[src/rtl/prefix_adder_pkg.sv]
// prefix_adder_pkg
//   Shared constants and helpers for the prefix-adder arbiter slice.
//   ADD_W      : fixed operand width of the shared prefix adder.
//   MAX_REQ    : largest supported requester count.
//   clog2_min1 : ceil(log2(n)), never less than 1 (ID width helper).
//   rr_pick    : round-robin search, first set bit at or after ptr with wrap.
package prefix_adder_pkg;

    localparam int ADD_W   = 8;
    localparam int MAX_REQ = 16;

    function automatic int clog2_min1(input int n);
        return (n <= 1) ? 1 : $clog2(n);
    endfunction

    // Scans n positions starting at ptr; index wraps back to 0 past n-1.
    // Returns 0 when nothing is valid (caller gates the grant separately).
    function automatic int rr_pick(input logic [MAX_REQ-1:0] valid,
                                   input int                 ptr,
                                   input int                 n);
        int   idx;
        int   pick;
        logic found;
        pick  = 0;
        found = 1'b0;
        for (int k = 0; k < MAX_REQ; k++) begin
            if (k < n) begin
                idx = ptr + k;
                if (idx >= n) begin
                    idx = idx - n;
                end
                if (!found && valid[idx[3:0]]) begin
                    pick  = idx;
                    found = 1'b1;
                end
            end
        end
        return pick;
    endfunction

endpackage

[src/rtl/prefix_adder8.sv]
// prefix_adder8
//   Combinational 8-bit parallel-prefix (Kogge-Stone style) adder.
//   a, b : 8-bit unsigned operands.
//   sum  : 9-bit result, carry-out in the MSB. Carry-in is tied to 0.
module prefix_adder8
    import prefix_adder_pkg::*;
(
    input  logic [ADD_W-1:0] a,
    input  logic [ADD_W-1:0] b,
    output logic [ADD_W:0]   sum
);

    // Level k holds group generate/propagate over a span of 2^k bits
    // ending at bit i. After level 3, g3[i] is the generate of [i:0].
    logic [ADD_W-1:0] g0, p0;
    logic [ADD_W-1:0] g1, p1;
    logic [ADD_W-1:0] g2, p2;
    logic [ADD_W-1:0] g3;
    logic [ADD_W-1:0] carry;

    always_comb begin
        g0 = a & b;
        p0 = a ^ b;

        g1 = g0;
        p1 = p0;
        for (int i = 1; i < ADD_W; i++) begin
            g1[i] = g0[i] | (p0[i] & g0[i-1]);
            p1[i] = p0[i] & p0[i-1];
        end

        g2 = g1;
        p2 = p1;
        for (int i = 2; i < ADD_W; i++) begin
            g2[i] = g1[i] | (p1[i] & g1[i-2]);
            p2[i] = p1[i] & p1[i-2];
        end

        g3 = g2;
        for (int i = 4; i < ADD_W; i++) begin
            g3[i] = g2[i] | (p2[i] & g2[i-4]);
        end

        // Carry into bit i is the group generate of [i-1:0]; bit 0 sees cin=0.
        carry[0] = 1'b0;
        for (int i = 1; i < ADD_W; i++) begin
            carry[i] = g3[i-1];
        end

        sum = {g3[ADD_W-1], p0 ^ carry};
    end

endmodule

[src/rtl/prefix_adder_arbiter.sv]
// prefix_adder_arbiter
//   Round-robin arbiter sharing one prefix_adder8 among N_REQ requesters,
//   with a one-entry registered result stage.
//   clk, rst_n       : rising-edge clock, asynchronous active-low reset.
//   req_valid/ready  : per-requester handshake; req_ready is one-hot or zero.
//   req_a, req_b     : packed operands, requester i at [i*WIDTH +: WIDTH].
//   rsp_valid/ready  : result handshake.
//   rsp_sum, rsp_id  : registered WIDTH+1-bit sum and winning requester index.
//   busy             : result pending or any request present.
//
// Handshake: a transfer happens on a rising edge where valid and ready are
// both 1. A requester holds valid and operands until ready; the result stage
// holds rsp_sum/rsp_id stable while rsp_valid=1 and rsp_ready=0. The stage is
// free when empty or being drained this cycle, so one result per cycle flows.
module prefix_adder_arbiter
    import prefix_adder_pkg::*;
#(
    parameter int N_REQ = 4,
    parameter int WIDTH = 8,
    parameter int ID_W  = clog2_min1(N_REQ)
) (
    input  logic                   clk,
    input  logic                   rst_n,
    input  logic [N_REQ-1:0]       req_valid,
    output logic [N_REQ-1:0]       req_ready,
    input  logic [N_REQ*WIDTH-1:0] req_a,
    input  logic [N_REQ*WIDTH-1:0] req_b,
    output logic                   rsp_valid,
    input  logic                   rsp_ready,
    output logic [WIDTH:0]         rsp_sum,
    output logic [ID_W-1:0]        rsp_id,
    output logic                   busy
);

    if (WIDTH != ADD_W) begin : g_bad_width
        $error("prefix_adder_arbiter: WIDTH must equal 8");
    end
    if (N_REQ < 1 || N_REQ > MAX_REQ) begin : g_bad_nreq
        $error("prefix_adder_arbiter: N_REQ must be 1..16");
    end

    logic [ID_W-1:0]    rr_ptr;
    logic [ID_W-1:0]    gnt_idx;
    logic [ID_W-1:0]    next_ptr;
    logic [MAX_REQ-1:0] valid_pad;
    logic               slot_free;
    logic               grant;
    logic [WIDTH-1:0]   op_a;
    logic [WIDTH-1:0]   op_b;
    logic [WIDTH:0]     add_sum;

    assign slot_free = !rsp_valid || rsp_ready;
    // rst_n in the grant term keeps req_ready low while reset is asserted,
    // even though the comb path would otherwise see valid requests.
    assign grant     = rst_n && slot_free && (|req_valid);
    assign busy      = rsp_valid || (|req_valid);

    always_comb begin
        valid_pad = '0;
        for (int i = 0; i < N_REQ; i++) begin
            valid_pad[i] = req_valid[i];
        end
        gnt_idx = ID_W'(rr_pick(valid_pad, int'(rr_ptr), N_REQ));
    end

    always_comb begin
        req_ready = '0;
        op_a      = '0;
        op_b      = '0;
        for (int i = 0; i < N_REQ; i++) begin
            if (gnt_idx == ID_W'(i)) begin
                req_ready[i] = grant;
                op_a         = req_a[i*WIDTH +: WIDTH];
                op_b         = req_b[i*WIDTH +: WIDTH];
            end
        end
    end

    assign next_ptr = (int'(gnt_idx) == N_REQ - 1) ? '0 : gnt_idx + 1'b1;

    prefix_adder8 u_adder (
        .a   (op_a),
        .b   (op_b),
        .sum (add_sum)
    );

    always_ff @(posedge clk or negedge rst_n) begin
        if (!rst_n) begin
            rsp_valid <= 1'b0;
            rsp_sum   <= '0;
            rsp_id    <= '0;
            rr_ptr    <= '0;
        end else if (grant) begin
            rsp_valid <= 1'b1;
            rsp_sum   <= add_sum;
            rsp_id    <= gnt_idx;
            rr_ptr    <= next_ptr;
        end else if (rsp_ready) begin
            rsp_valid <= 1'b0;
        end
    end

endmodule

[config.mk]
export PLATFORM = sky130hd
export DESIGN_NAME = prefix_adder_arbiter
export DESIGN_NICKNAME = d
export VERILOG_FILES = /design/src/rtl/prefix_adder_pkg.sv /design/src/rtl/prefix_adder8.sv /design/src/rtl/prefix_adder_arbiter.sv
export SDC_FILE = /design/constraint.sdc
export NUM_CORES = 1
export LEC_CHECK = 0
export CORE_MARGIN = 4
export CORE_UTILIZATION = 65
export DETAILED_ROUTE_END_ITERATION = 7
export DONT_BUFFER_PORTS = 1
export PLACE_DENSITY_LB_ADDON = 0.2
export SETUP_SLACK_MARGIN = 0.2
export SYNTH_ARGS = -nofsm -noshare
export SYNTH_HDL_FRONTEND = slang
export SYNTH_SLANG_ARGS = --single-unit
[constraint.sdc]
create_clock -name clk -period 9.3 [get_ports clk]
set_input_delay 1.395 -clock clk [delete_from_list [all_inputs] [get_ports clk]]
set_output_delay 1.395 -clock clk [all_outputs]
set_load 0.01 [all_outputs]
After elaboration in Yosys (flattened, before gate mapping)
Index checks and enable logic that the tools add are counted.
{ "totals": {"word_cells": 119, "reg_bits": 14} }
{ "op_classes": {"n_eq_ne": 4, "n_mux": 34, "n_addsub": 8, "n_lt_le_gt_ge": 8, "reduce_logical": 14, "bitwise": 47} }
{ "op_table": {"columns": ["cell", "n"], "rows": [
  ["8-bit two-way mux", 8],
  ["1-bit bitwise AND", 27],
  ["4-bit by 5-bit < comparator with 1-bit output, second input constant", 4],
  ["1-bit bitwise OR", 17],
  ["1-bit binary-select mux with 4-bit select", 4],
  ["4-bit two-way mux", 4],
  ["8-bit bitwise XOR", 2],
  ["1-bit two-way mux", 13],
  ["3-bit by 3-bit subtractor with 4-bit output, second input constant", 3],
  ["2-bit two-way mux", 5],
  ["3-bit greater-or-equal comparator, second input constant", 3],
  ["8-bit bitwise AND", 1],
  ["2-bit by 2-bit adder with 3-bit output, second input constant", 2],
  ["1-bit logical AND", 5],
  ["2-bit by 1-bit equality test with 1-bit output, second input constant", 2],
  ["2-bit equality test, second input constant", 2],
  ["1-bit zero test", 4],
  ["4-bit OR reduction", 1],
  ["2-bit by 3-bit subtractor with 4-bit output, second input constant", 1],
  ["2-bit by 1-bit adder with 3-bit output, second input constant", 1],
  ["2-bit by 3-bit greater-or-equal comparator with 1-bit output, second input constant", 1],
  ["2-bit by 1-bit adder with 2-bit output, second input constant", 1],
  ["2-bit zero test", 1],
  ["1-bit logical OR", 2],
  ["2-bit nonzero test", 1]
]} }

Logic depth before layout (Yosys ltp)
Gate-level depths: netlist of the first run.
{ "logic_depth": {"ltp_word": 26, "depth_mapped": 24, "depth_no_buf": 21} }

Cells and area by module
From an unflattened synthesis of the first run, not the netlist that was laid out.
{ "unflattened": {"cells_unflattened": 206, "area_unflattened_um2": 1816.7} }
{ "by_module_without_submodules": {"columns": ["module", "area_each_um2", "cells_per_inst", "instances"], "rows": [
  ["prefix_adder_arbiter", 1483.9, 165, 1],
  ["prefix_adder8", 332.8, 41, 1]
]} }

Least setup slack after synthesis of the first run
Ideal clock, no wire load.
{ "synth_path": {"path_type": "input to register", "startpoint": "input req_valid[0]", "endpoint": "register rsp_sum[6]", "setup_time_ns": 0.129, "path_stages": 20, "path_slack_ns": 4.384, "arrival_ns": 4.787, "cell_sequence": "mux2i_1 -> or3_1 -> and3b_4 -> a211oi_2 -> nor2_1 -> ha_1 -> clkbuf_1 -> nor2_1 -> buf_2 -> a221o_1 -> o21ai_0 -> o21ai_0 -> ha_1 -> inv_1 -> fa_1 -> nor2b_1 -> o21ai_0 -> a21oi_1 -> or4_1 -> nand3_1"} }
{ "synth_between": {"elab_chain_cells": 24} }
{ "synth_rtl": {"columns": ["element", "line", "rtl"], "rows": [
  ["from (decl)", "prefix_adder_arbiter.sv:24", "input logic [N_REQ-1:0] req_valid,"],
  ["1-bit binary-select mux with 4-bit select", "prefix_adder_pkg.sv:32", "if (!found && valid[idx[3:0]]) begin"],
  ["1-bit two-way mux (not written as such)", "prefix_adder_pkg.sv:32", null],
  ["1-bit two-way mux", "prefix_adder_pkg.sv:32", null],
  ["1-bit zero test", "prefix_adder_pkg.sv:32", null],
  ["1-bit logical AND", "prefix_adder_pkg.sv:32", null],
  ["1-bit two-way mux", "prefix_adder_pkg.sv:32", null],
  ["1-bit zero test", "prefix_adder_pkg.sv:32", null],
  ["1-bit logical AND", "prefix_adder_pkg.sv:32", null],
  ["[4 not listed]", null, null],
  ["via gnt_idx[0]", "prefix_adder_arbiter.sv:43", "logic [ID_W-1:0] gnt_idx;"],
  ["[1 not listed]", null, null],
  ["8-bit two-way mux (4 in a row)", "prefix_adder_arbiter.sv:71", "if (gnt_idx == ID_W'(i)) begin"],
  ["8-bit bitwise XOR / 8-bit bitwise AND (equally long branches)", "prefix_adder8.sv:23, prefix_adder8.sv:22", null],
  ["1-bit bitwise AND", "prefix_adder8.sv:28", "g1[i] = g0[i] | (p0[i] & g0[i-1]);"],
  ["1-bit bitwise OR", "prefix_adder8.sv:28", null],
  ["1-bit bitwise AND", "prefix_adder8.sv:35", "g2[i] = g1[i] | (p1[i] & g1[i-2]);"],
  ["1-bit bitwise OR", "prefix_adder8.sv:35", null],
  ["1-bit bitwise OR", "prefix_adder8.sv:41", "g3[i] = g2[i] | (p2[i] & g2[i-4]);"],
  ["8-bit bitwise XOR *", "prefix_adder8.sv:50", "sum = {g3[ADD_W-1], p0 ^ carry};"],
  ["to (signal assigned)", "prefix_adder_arbiter.sv:95", "rsp_sum <= add_sum;"],
  ["to (decl)", "prefix_adder_arbiter.sv:30", "output logic [WIDTH:0] rsp_sum,"]
]} }
Mark *: on every way through the listed nets, which the timed path passes. The rest lies on a longest branch. The select of a mux whose other input is x is not followed.
A chain may end at the register's enable or synchronous reset.

Final worst setup path of the first run
{ "layout_path": {"startpoint": "register rr_ptr[0]", "endpoint": "register rsp_sum[6]"} }
{ "layout_between": {"elab_chain_cells": 26} }
{ "layout_rtl": {"columns": ["element", "line", "rtl"], "rows": [
  ["from (decl)", "prefix_adder_arbiter.sv:42", "logic [ID_W-1:0] rr_ptr;"],
  ["from (signal assigned)", "prefix_adder_arbiter.sv:97", "rr_ptr <= next_ptr;"],
  ["parallel branches: the longest is 13 deep, another holds 3-bit by 3-bit subtractor with 4-bit output", null, null],
  ["2-bit two-way mux *", "prefix_adder_pkg.sv:32", null],
  ["via gnt_idx[0]", "prefix_adder_arbiter.sv:43", null],
  ["2-bit zero test", "prefix_adder_arbiter.sv:71", null],
  ["8-bit two-way mux (4 in a row)", "prefix_adder_arbiter.sv:71", null],
  ["8-bit bitwise XOR / 8-bit bitwise AND (equally long branches)", "prefix_adder8.sv:23, prefix_adder8.sv:22", null],
  ["1-bit bitwise AND", "prefix_adder8.sv:28", null],
  ["1-bit bitwise OR", "prefix_adder8.sv:28", null],
  ["1-bit bitwise AND", "prefix_adder8.sv:35", null],
  ["1-bit bitwise OR", "prefix_adder8.sv:35", null],
  ["1-bit bitwise OR", "prefix_adder8.sv:41", null],
  ["8-bit bitwise XOR *", "prefix_adder8.sv:50", null]
]} }
Mark *: on every way through the listed nets, which the timed path passes. The select of a mux whose other input is x is not followed.

==> results.json, run 1 <==
{
  "ys_types": 49,
  "ys_seq_elements": 14,
  "grt_max_degree": 36,
  "timing.slew.headroom": 0.3301,
  "syn2layout_area_growth_pct": 0.4420,
  "antenna_found_initial": 0,
  "first_pass_iters": 4,
  "synth_top_family_by_area": "compound AO/OA/AOI/OAI gates",
  "drt_iter0_drc": 39,
  "root_buffer": "clkbuf_4",
  "fp-row-count": 18,
  "rr_startpoint": "rr_ptr[0]$_DFFE_PN0P_",
  "tightest_slew_ns": 1.005,
  "synth_xor_area_frac": 0.02062,
  "finClkSkew_ns": 0.001601,
  "grt.overflow.total": 0,
  "placed_area_sq_um": 1670,
  "grt_pass1_wl_microns": 7141,
  "vias": 1578,
  "crit_type": "flip-flop to flip-flop",
  "ant_nets": 0,
  "ctsResizeCount": 0,
  "portBuffers": 0,
  "fp.dieH_microns": 59.13,
  "cp-startpoint": "rr_ptr[0]$_DFFE_PN0P_",
  "nets": 296,
  "wl_per_cell_microns": 18.53,
  "critPathCapture": "rsp_sum[6]$_DFFE_PN0P_",
  "drcViolationCount": 0,
  "synthAdderAreaFrac": 0.1296,
  "die_area_sq_um": 3496,
  "fin_tns_setup_ns": 0,
  "cp.required_ns": 9.46,
  "place_congestion": 0.8394,
  "cp_num_buf_inv": 3,
  "yosys.area.top_type": "dfrtp_1",
  "clk_path_buf_depth": 2,
  "r2r-end": "rsp_sum[6]$_DFFE_PN0P_",
  "cts_setup_buffers": 0,
  "hp-class": "flip-flop to flip-flop",
  "wirelength_microns": 4392,
  "crit_family": "simple AND/OR/NAND/NOR gates",
  "ys_warn_count": 0,
  "fin_util": 0.6889,
  "end_kind": "flip-flop",
  "postSynthCellCount": 217,
  "finalMaxSlewViolations": 0,
  "yosys-top-cells-area": "dfrtp_1 21%, ha_1 12%, o21ai_0 10%, a221o_1 7.7%, nand2_1 6.4%",
  "cts_tree": "built",
  "place_hpwl_microns": 3610,
  "cp.arrival_ns": 5.70,
  "rsz0062_at_grt": "false",
  "holdBufCountCts": 0,
  "setup_viol": 0,
  "hold_viol": 0,
  "grt_use_total": 0.2589,
  "ys_seq_area_frac": 0.2062,
  "cpPeakStageDelay_ns": 0.78,
  "crit_chain": "inv_1 -> ha_1 -> inv_1 -> or3_4 -> and3b_4 -> a211oi_2 -> nor2_1 -> ha_1 -> nor2_1 -> a221o_1 -> o21ai_0 -> o21ai_0 -> ha_1 -> inv_1 -> fa_1 -> nor2b_1 -> o21ai_0 -> a21oi_1 -> or4_1 -> nand3_1",
  "path_depth": 20,
  "cp_slowest_cell": "nor2_1",
  "dieWidth_microns": 59.13,
  "start_kind": "flip-flop",
  "post-synth-top-area-fraction": 0.2062,
  "period_share": 0.5960,
  "async_flop_share": 1.000,
  "diodes": 0,
  "vias_per_cell": 6.658,
  "fin_area_sq_um": 1707,
  "clkSinkCount": 14,
  "synth.area.mux_share": 0.05817,
  "ioPinCount": 88,
  "path_clk_slew_ns": 0.08,
  "synth_compound_area_frac": 0.3166,
  "post_synth.cell_area_avg_sq_um": 7.830,
  "synth_nets": 305,
  "finalCriticalPeriod_ns": 5.542,
  "worst_r2r_path_depth": 20,
  "synth_simple_gate_area_share": 0.1966,
  "insertion_delay_ns": 0.27,
  "drv_cap": 0,
  "ys.flop_type": "dfrtp_1",
  "crit_fanout": 18,
  "reg2reg_slack_ns": 3.76,
  "grt_pass1_vias": 1621,
  "start_util": 0.6859,
  "numCtsBuffers": 3,
  "core_sq_um": 2477,
  "fmax_ghz": 0.1804,
  "synth_edf_count": 0,
  "h-tree-depth": 1,
  "whs_ns": 0.5491,
  "outcome": "finished clean",
  "syn_area_sq_um": 1699,
  "layout-drive-gt1-share": 0.08213
}
[cell usage in the layout, fill, tap and decap left out, drive strengths merged, types with 3 or more instances in the layout]
cell,netlist,routed
nor2b,3,3
xor2,4,4
nand3,3,3
o211ai,3,3
inv,15,15
clkbuf,9,4
nor2,12,12
dfrtp,14,14
a21oi,8,8
o21ai,36,36
mux2i,5,5
o31ai,3,3
or3,3,3
a21o,3,3
nor3,6,6
a221o,13,13
nand2,29,29
ha,16,16
[cells in the mapped netlist, types with 3 or more instances]
library cell / instances
ha_1: 16
mux2i_1: 5
nor2b_1: 3
a21oi_1: 7
inv_1: 15
dfrtp_1: 14
o21ai_0: 35
o211ai_1: 3
nor3_1: 6
a21o_1: 3
clkbuf_1: 9
o31ai_1: 3
nand2_1: 29
nor2_1: 12
a221o_1: 13
xor2_1: 4
[flip-flops by register name, summed over array words and instances (netlist names)]
| signal | cells |
|---|---|
| rr_ptr | 2 |
| rsp_valid | 1 |
| rsp_id | 2 |
| rsp_sum | 9 |
[worst reg2reg max path: stages (launching register included)]
cell and delay, ns:
dfrtp_1 0.70, inv_1 0.18, ha_1 0.37, inv_1 0.09, or3_4 0.41, and3b_4 0.21
a211oi_2 0.29, nor2_1 0.10, ha_1 0.41, nor2_1 0.78, a221o_1 0.25, o21ai_0 0.07
o21ai_0 0.18, ha_1 0.20, inv_1 0.05, fa_1 0.40, nor2b_1 0.11, o21ai_0 0.10
a21oi_1 0.28, or4_1 0.17, nand3_1 0.07
[cell type report]
type | count | area, sq um
Tap cell | 30 | 37.54
Inverter | 15 | 56.30
Fill cell | 202 | 770.7
Multi-Input combinational cell | 174 | 1226
Clock buffer | 4 | 36.28
Sequential cell | 14 | 350.3
[how the worst min path moves through the flow]
stage / slack (ns) / cells past startpoint / from / end
final: 0.55 / 2 / rsp_sum[7]$_DFFE_PN0P_ / rsp_sum[7]$_DFFE_PN0P_
after floorplan: 0.51 / 2 / rsp_sum[2]$_DFFE_PN0P_ / rsp_sum[2]$_DFFE_PN0P_
after global routing: 0.60 / 2 / rsp_sum[3]$_DFFE_PN0P_ / rsp_sum[3]$_DFFE_PN0P_
after detailed placement: 0.54 / 2 / rsp_sum[3]$_DFFE_PN0P_ / rsp_sum[3]$_DFFE_PN0P_
after CTS: 0.56 / 2 / rsp_sum[3]$_DFFE_PN0P_ / rsp_sum[3]$_DFFE_PN0P_
after global placement: 0.53 / 2 / rsp_sum[5]$_DFFE_PN0P_ / rsp_sum[5]$_DFFE_PN0P_
[cell families after synthesis]
group,after synthesis
compound gates,78
simple gates,67
buf+inv,29
fa+ha+maj,17
flops,14
mux,8
xor+xnor,4
[metal layers]
layer	share of wire	global-route usage	vias up
met5	0	0	-
met4	0.032	0.1133	0
met3	0.093	0.05664	16
met2	0.47	0.4180	81
met1	0.41	0.3306	712
li1	-	-	769
[per-stage QoR]
stage / std cells / setup WS [ns]
floorplan: 217 / 4.384
finish: 237 / 3.758
global placement: 233 / 3.918
detailed placement: 233 / 3.660
global route: 237 / 3.258
CTS: 237 / 3.870
Power of run 1 is left out: the tool's default activity adds up to more than one toggle a clock period on the data nets, which glitch-free logic cannot reach.
==> run 2, diff against run 1 <==
- CORE_UTILIZATION: 65 -> 58
- clock period: 9.3 -> 4.8 ns (I/O delays scaled with it)
==> run 2 against run 1 <==
Global-route usage decreased by 3.7 points. Wire length increased by 2.3%. Non-clock buffer count increased by 11. Sequential share of layout area decreased by 1.3 points. Highest routed layer unchanged. Cell count increased by 5.1%. Die area increased by 10%. Flip-flop and latch count unchanged. Critical path type unchanged. Worst hold slack got worse by 0.42 ns. Count of clock-buffer cells in the layout unchanged. Register-to-register slack got worse by 3.3 ns. First-iteration DRC count increased by 74%.
==> results.json, run 2 (synthesis gave the netlist of run 1 again) <==
{
  "outcome": "finished clean",
  "vias": 1629,
  "path_clk_slew_ns": 0.08,
  "placed_area_sq_um": 1709,
  "timing.slew.headroom": 0.6130,
  "wirelength_microns": 4492,
  "crit_family": "simple AND/OR/NAND/NOR gates",
  "cp-startpoint": "rr_ptr[1]$_DFFE_PN0P_",
  "crit_chain": "inv_1 -> ha_1 -> inv_1 -> or3_4 -> and3b_4 -> a211oi_2 -> nor2_1 -> ha_1 -> buf_4 -> a221o_1 -> o21ai_0 -> o21ai_0 -> ha_1 -> nor2b_1 -> o21ai_1 -> a21oi_2 -> or4_1 -> nand3_1",
  "fp-row-count": 19,
  "grt.overflow.total": 0,
  "final_common_cell": "o21ai_0",
  "cp_common_cell": "ha_1",
  "first_pass_iters": 4,
  "grt_max_degree": 33,
  "antenna_found_initial": 0,
  "reg2reg_slack_ns": 0.50,
  "finalCriticalPeriod_ns": 4.299,
  "crit_type": "flip-flop to flip-flop",
  "place_hpwl_microns": 3555,
  "cpPeakStageDelay_ns": 0.48,
  "vias_per_cell": 6.542,
  "setup_viol": 0,
  "fillers": 242,
  "tightest_slew_ns": 0.5798,
  "syn2layout_area_growth_pct": 7.364,
  "root_buffer": "clkbuf_4",
  "clk_path_buf_depth": 2,
  "end_kind": "flip-flop",
  "layout-drive-gt1-share": 0.1606,
  "cp_num_buf_inv": 3,
  "die_area_sq_um": 3860,
  "regMostFlops": "rsp_sum",
  "drt_iter0_drc": 68,
  "place_congestion": 0.8941,
  "holdBufCountCts": 0,
  "reg_top3": "rsp_sum: 9 flops, rr_ptr: 2 flops, rsp_id: 2 flops",
  "portBuffers": 0,
  "cp_slowest_cell": "or4_1",
  "finClkSkew_ns": 0.001527,
  "core_sq_um": 2781,
  "dpl.cell_count": 239,
  "cp.arrival_ns": 4.51,
  "layout_common_cells": "33 x o21ai_0, 29 x nand2_1, 14 x inv_1, 14 x ha_1",
  "dieWidth_microns": 62.13,
  "grt_pass1_wl_microns": 7341,
  "fp.dieH_microns": 62.13,
  "crit_fanout": 17,
  "rr_startpoint": "rr_ptr[1]$_DFFE_PN0P_",
  "drcViolationCount": 0,
  "finalMaxSlewViolations": 0,
  "fin_cells": 249,
  "grt_use_total": 0.2216,
  "diodes": 0,
  "drv_cap": 0,
  "nets": 307,
  "grt_pass1_vias": 1611,
  "insertion_delay_ns": 0.27,
  "period_share": 0.8957,
  "start_kind": "flip-flop",
  "hold_viol": 0,
  "hp-class": "input port to asynchronous set/reset pin",
  "wl_per_cell_microns": 18.04,
  "h-tree-depth": 1,
  "numCtsBuffers": 3,
  "largest_reg_flops": 9,
  "cp.required_ns": 5.02,
  "start_util": 0.6109,
  "ioPinCount": 88,
  "fin_area_sq_um": 1824,
  "fmax_ghz": 0.2326,
  "clkSinkCount": 14,
  "rsz0062_at_grt": "false",
  "cts_tree": "built",
  "ant_nets": 0
}
[run 2: final cells by class]
cell class              count  area, sq um  area share
well taps                  31        38.79     0.02126
clock buffers               4        36.28     0.01989
inverters                  15        60.06     0.03292
flip-flops and latches     14        351.6      0.1927
repair buffers             11        82.58     0.04527
multi-input cells         174         1255      0.6879
[run 2: routing by layer]
layer,track usage,share of wire
met5,0,0
met3,0.05045,0.084
met1,0.2860,0.43
met4,0.06504,0.0047
met2,0.3653,0.48
[run 2: what timing repair did]
item,CTS,global route
pin swaps,0,2
endpoints found under the setup margin,5,6
buffers inserted,0,6
gates resized for setup,2,9
endpoints found under the hold margin,0,0
[run 2: path summary, 6_finish.rpt]
path / end / cells past startpoint
worst max-delay path: rsp_sum[6]$_DFFE_PN0P_ / 18
worst min-delay path: rsp_sum[4]$_DFFE_PN0P_ / 0
worst max register to register: rsp_sum[6]$_DFFE_PN0P_ / 18
worst min register to register: rsp_sum[7]$_DFFE_PN0P_ / 2
max in group asynchronous: rr_ptr[1]$_DFFE_PN0P_ / 0
min in group clk: rsp_sum[7]$_DFFE_PN0P_ / 2
[run 2: per-stage QoR]
step / setup WS (ns) / utilization / TNS, ns / hold slack, ns
after floorplan: 0.3414 / - / 0 / 0.4244
after global placement: 0.1987 / 0.6145 / 0 / 0.4248
after detailed placement: -0.05020 / 0.6145 / -0.07422 / 0.4248
after CTS: 0.2612 / 0.6302 / 0 / 0.1171
after global routing: 0.2327 / 0.6559 / 0 / 0.1012
final: 0.5007 / 0.6559 / 0 / 0.1291
Power of run 2 is left out for the same reason.
==> run 3, diff against run 2 <==
- CTS_CLUSTER_DIAMETER: unset -> 150
- CTS_CLUSTER_SIZE: unset -> 28
==> results of run 3 <==
The final DEF is identical to that of run 2; final timing and power are the same.
Power of run 3 is left out for the same reason.
